## config.mk

```make
export PLATFORM = sky130hd
export DESIGN_NAME = smuladd_seq
export DESIGN_NICKNAME = d
export VERILOG_FILES = /design/src/rtl/smuladd_seq.sv
export SDC_FILE = /design/constraint.sdc
export NUM_CORES = 2
export LEC_CHECK = 0
export CAP_MARGIN = 15
export CORE_ASPECT_RATIO = 1.25
export CORE_MARGIN = 2
export CORE_UTILIZATION = 55
export DETAILED_ROUTE_END_ITERATION = 10
export PLACE_DENSITY = 0.89
export SYNTH_ARGS = -nofsm -noshare
export SYNTH_HDL_FRONTEND = slang
export SYNTH_SLANG_ARGS = --single-unit
export TNS_END_PERCENT = 10
```

## constraint.sdc

```tcl
create_clock -name clk -period 7.3 [get_ports clk]
set_input_delay 1.095 -clock clk [delete_from_list [all_inputs] [get_ports clk]]
set_output_delay 1.095 -clock clk [all_outputs]
set_load 0.1 [all_outputs]
```

## src/rtl/smuladd_seq.sv

```systemverilog
// smuladd_seq: sequential signed multiply-add, y = q*dvsr + rem.
// It rebuilds a dividend from the results of SDIV/SMOD. It uses a radix-2
// shift-add over DATAWIDTH cycles, so no wide combinational multiplier is needed.
//
// State table
//   state | meaning
//   IDLE  | waiting for start; y/ovf hold the last result
//   CALC  | one partial product per cycle, W cycles
//   FIN   | apply sign, add rem, update y/ovf, pulse done
//
// Ports
//   clk   rising-edge clock
//   rst   asynchronous active-low reset
//   start operation request, honoured only while idle
//   q     signed multiplicand (quotient)
//   dvsr  signed multiplier (divisor)
//   rem   signed addend (remainder)
//   busy  operation in progress
//   done  one-cycle pulse when y/ovf have just been updated
//   y     low W bits of q*dvsr+rem
//   ovf   exact result does not fit in W-bit signed
module smuladd_seq #(
   parameter int DATAWIDTH = 64
) (
   input  logic                 clk,
   input  logic                 rst,
   input  logic                 start,
   input  logic [DATAWIDTH-1:0] q,
   input  logic [DATAWIDTH-1:0] dvsr,
   input  logic [DATAWIDTH-1:0] rem,
   output logic                 busy,
   output logic                 done,
   output logic [DATAWIDTH-1:0] y,
   output logic                 ovf
);

   localparam int W  = DATAWIDTH;
   localparam int CW = $clog2(W);
   localparam int AW = 2 * W;
   localparam int PW = 2 * W + 1;

   localparam logic [1:0] IDLE = 2'd0;
   localparam logic [1:0] CALC = 2'd1;
   localparam logic [1:0] FIN  = 2'd2;

   logic [1:0]    state;
   logic [CW-1:0] cnt;
   logic [AW-1:0] mcand;
   logic [W-1:0]  mplier;
   logic [W-1:0]  rem_r;
   logic [AW-1:0] acc;
   logic          sgn;

   // |-2^(W-1)| wraps to the bit pattern 2^(W-1), which is correct as unsigned.
   logic [W-1:0]  q_mag;
   logic [W-1:0]  dvsr_mag;
   logic [PW-1:0] p_full;
   logic [PW-1:0] r_full;
   logic          r_ovf;

   always_comb begin
      q_mag    = q[W-1]    ? (W'(0) - q)    : q;
      dvsr_mag = dvsr[W-1] ? (W'(0) - dvsr) : dvsr;
      p_full   = sgn ? (PW'(0) - {1'b0, acc}) : {1'b0, acc};
      r_full   = p_full + {{(W + 1){rem_r[W-1]}}, rem_r};
      // Fits in W-bit signed only if bits 2W..W-1 are all copies of the sign.
      r_ovf    = ~(&r_full[PW-1:W-1]) & (|r_full[PW-1:W-1]);
   end

   assign busy = (state != IDLE);

   always_ff @(posedge clk or negedge rst) begin
      if (!rst) begin
         state  <= IDLE;
         cnt    <= '0;
         mcand  <= '0;
         mplier <= '0;
         rem_r  <= '0;
         acc    <= '0;
         sgn    <= 1'b0;
         done   <= 1'b0;
         y      <= '0;
         ovf    <= 1'b0;
      end else begin
         done <= 1'b0;
         case (state)
            IDLE: begin
               if (start) begin
                  mcand  <= {{W{1'b0}}, q_mag};
                  mplier <= dvsr_mag;
                  rem_r  <= rem;
                  sgn    <= q[W-1] ^ dvsr[W-1];
                  acc    <= '0;
                  cnt    <= '0;
                  state  <= CALC;
               end
            end
            CALC: begin
               // mcand is pre-shifted each cycle, so it always equals |q| << cnt.
               if (mplier[0]) begin
                  acc <= acc + mcand;
               end
               mcand  <= mcand << 1;
               mplier <= mplier >> 1;
               cnt    <= cnt + CW'(1);
               if (cnt == CW'(W - 1)) begin
                  state <= FIN;
               end
            end
            FIN: begin
               y     <= r_full[W-1:0];
               ovf   <= r_ovf;
               done  <= 1'b1;
               state <= IDLE;
            end
            default: begin
               state <= IDLE;
            end
         endcase
      end
   end

endmodule

```

==> metrics.md <==
| Metric | Value |
|---|---|
| Status | `complete, but fails checks` |
| Failing checks | `setup timing` |
| Post-synth EDFFs | `0` |
| Synthesized flop and latch total | `459` |
| Final worst setup slack | `-0.663 ns` |
| Routed Antenna Nets | `0` |
| Async SR Flop Fraction | `100%` |
| Placer Congestion | `1.04` |
| Placed inst area | `46,100 sq um` |
| PwrDens | `588 nW/um^2` |
| Residual DRC | `0` |
| Hold WS | `0.396 ns` |
| Area share of the largest cell type after synthesis | `29.3%` |
| Combinational share of power | `74.1%` |
| TritonCTS clock tree | `yes` |
| Inserted Clock Buffers | `48` |
| Input/output buffers | `261` |
| CP Max Fanout | `5` |
| Layout cell share with drive strength beyond 1 | `12.4%` |
| Number of DRC markers in iteration 0 | `4,063` |
| Startpoint types | `flop` |
| Largest net degree at the start of global routing | `157` |
| Num ports | `262` |
| Root Buffer | `clkbuf_16` |
| FMAX | `126 MHz` |
| Synth warnings | `0` |
| Met1 Use GR | `47.2%` |
| Number of global-route vias before repair | `39.9k` |
| Total number of vias | `41.6k` |
| Final setup viols | `1` |
| Clk network pwr share | `9.5%` |
| Die Width | `243 um` |
| Area Overhead vs Synth | `22.4%` |
| Clk sinks | `459` |
| Vias/cell | `6.31` |
| Commonest register cell after synthesis | `dfrtp_1` |
| Switching share of power | `50.7%` |
| Psw | `0.0143 W` |
| # nets final | `6,074` |
| Sequential power share | `16.4%` |
| Synth area leader | `dfrtp_1` |
| Internal Pwr Total | `0.0139 W` |
| H-tree levels | `2` |
| Relative slew slack | `21.1%` |
| VDD IR max | `0.000331 V` |
| Commonest non-fill, non-tap cell in the layout | `nand2_1` |
| Most used routing layer | `met2` |
| Area of the mapped netlist | `39,200 sq um` |
| Setup WS pre-CTS | `-0.998 ns` |
| Worst hold path class | `input pin to asynchronous set/reset pin` |
| Met3 usage in global routing | `5.85%` |
| Clock Latency Late Sink | `0.66 ns` |
| Mapped Cells | `5,049` |
| Clock-pin slew on the worst setup and hold paths | `0.08 ns` |
| Lkg Pwr | `21.2 nW` |
| Setup_tns | `-0.663 ns` |
| Req. time, crit path | `7.84 ns` |
| Routed len/inst | `20.8 um` |
| Initial Utilization | `55.4%` |
| Core Box Area | `70,600 sq um` |
| Die ar. | `73,400 sq um` |
| GRT Resource Usage Total | `36.6%` |
| Period utilisation layout | `109%` |
| Pins Over Slew Limit | `0` |
| Grt total ovfl | `0` |
| Sequential fraction of the synthesis area | `29.3%` |
| Max-cap violations | `0` |
| Worst setup path category | `flop to flop` |
| Global-route wire length before repair | `216,000 um` |
| Dpl hpwl | `107,000 um` |
| Met2 usage | `61.0%` |
| Fin. Hold Viols | `0` |
| Top post-synthesis cells by area | `dfrtp_1 (29%), nand2_1 (8.7%), ha_1 (8.3%), o21ai_0 (8.1%), xnor2_1 (6.4%)` |
| Setup Skew | `0.0521 ns` |
| Unique masters post-synth | `81` |
| WP data arrival | `8.50 ns` |
| # rows | `109` |
| Worst-Margin Slew | `1.17 ns` |
| Hold buffer count at CTS | `0` |
| Design Area, Final | `47,900 sq um` |
| Minimum clock period | `7.96 ns` |
| Die height | `302 um` |
| Final WL | `137,000 um` |
| Syn_area_per_cell | `7.76 sq um` |
| Syn Nets | `5,506` |
| Critical-path top delay cell | `or4b_4` |
| CP endpoint kind | `flop` |
| Commonest cells after routing, fill and taps aside | `nand2_1 (905), o21ai_0 (628), buf_4 (536), dfrtp_1 (457), a21oi_1 (361)` |
| Initial antenna violation count | `1` |
| RSZ-0062 raised after global routing | `yes` |
| Initial DRT Pass Iterations | `6` |
| Max incr delay on CP | `0.58 ns` |
| CTS Buffer Depth | `3` |
power groups by stage:
stage	clock network (W)	logic (W)	registers [W]
global route	0.00278	0.0225	0.00471
finish	0.00268	0.0209	0.00462
floorplan	0	0.0125	0.00430
global placement	0	0.0198	0.00453
detailed placement	0	0.0201	0.00457
CTS	0.00270	0.0203	0.00456
registers in the layout (all words and copies together), names as in the netlist:
| name | cells |
|---|---|
| acc | 128 |
| cnt | 6 |
| done | 1 |
| mcand | 128 |
| mplier | 64 |
| ovf | 1 |
| rem_r | 64 |
| sgn | 1 |
| state | 2 |
| y | 64 |
kinds of logic (layout without fill, tap and decap cells):
logic type      count (synthesis)  after routing  synth area share (%)
simple gates                 1748           1748                  20.6
compound gates               1722           1722                  27.1
xor+xnor                      489            489                  10.9
flops                         459            459                  29.3
buf+inv                       362            967                  3.47
fa+ha+maj                     262            262                  8.41
mux                             7              7                 0.182
other cells                     0              2                     0
per-stage QoR:
step	utilization (%)	instances	total power, W
floorplan	-	5049	0.0168
global placement	65.3	6504	0.0243
detailed placement	65.3	6504	0.0246
CTS	67.8	6594	0.0275
global route	67.9	6598	0.0300
finish	67.9	6599	0.0282
final timing paths:
check,cells after the start,slack (ns),to,startpoint
setup reg to reg,29,-0.66,ovf$_DFFE_PN0P_,acc[11]$_DFFE_PN0P_
max in group asynchronous,2,5.57,mcand[102]$_DFFE_PN0P_,rst
hold reg to reg,2,0.48,y[57]$_DFFE_PN0P_,y[57]$_DFFE_PN0P_
hold / removal,1,0.40,mplier[61]$_DFFE_PN0P_,rst
setup / recovery,29,-0.66,ovf$_DFFE_PN0P_,acc[11]$_DFFE_PN0P_
min in group clk,2,0.48,y[57]$_DFFE_PN0P_,y[57]$_DFFE_PN0P_
per-layer routing:
| layer | part of all wire [%] | vias to the layer above |
|---|---|---|
| met5 | 0 | - |
| met4 | 4.7 | 0 |
| met3 | 8.9 | 338 |
| met2 | 46 | 1973 |
| met1 | 41 | 19790 |
| li1 | - | 19533 |
repair_timing:
| item | CTS | global route |
|---|---|---|
| pin swaps | 3 | 2 |
| resized for setup | 9 | 9 |
| endpoints found under the setup margin | 1 | 1 |
| buffers inserted | 3 | 2 |
Yosys cell counts, drive strengths merged, types with 8 or more instances:
master    n
nor4     53
o41ai    49
a31oi    27
o211ai   25
a211o    10
nand2b   34
ha      260
buf       8
o21a     39
dfrtp   459
o21bai   74
nor2    250
o21ai   635
a221o    10
xnor2   286
clkbuf  275
inv      78
a22o      9
a22oi   129
a41oi     9
or4      51
o31ai    86
or2      14
nor2b    20
a21boi   13
and3     21
nand3    69
nand4b    8
a211oi   30
and2     23
nand2   908
nor3     87
a21o    143
a21oi   366
nand4   118
or3      67
xor2    203
critical path, delay by kind of cell (launching register included):
family                   cells  cell delay [ns]
adder cells (fa/ha/maj)      1             0.38
XOR/XNOR                     2             0.30
AND/OR/NAND/NOR             19             5.56
flip-flops                   1             0.40
AO/OA/AOI/OAI                4             0.67
buffers and inverters        3             0.52
cell type report:
class / instances / area, sq um
Multi-Input combinational cell: 4228 / 26600
Antenna cell: 2 / 5.00
Clock inverter: 19 / 315
Clock buffer: 68 / 1380
Fill cell: 5666 / 22700
Tap cell: 943 / 1180
Timing Repair Buffer: 801 / 6700
Sequential cell: 459 / 11500
Inverter: 79 / 297
(Power assumes the default switching activity.)
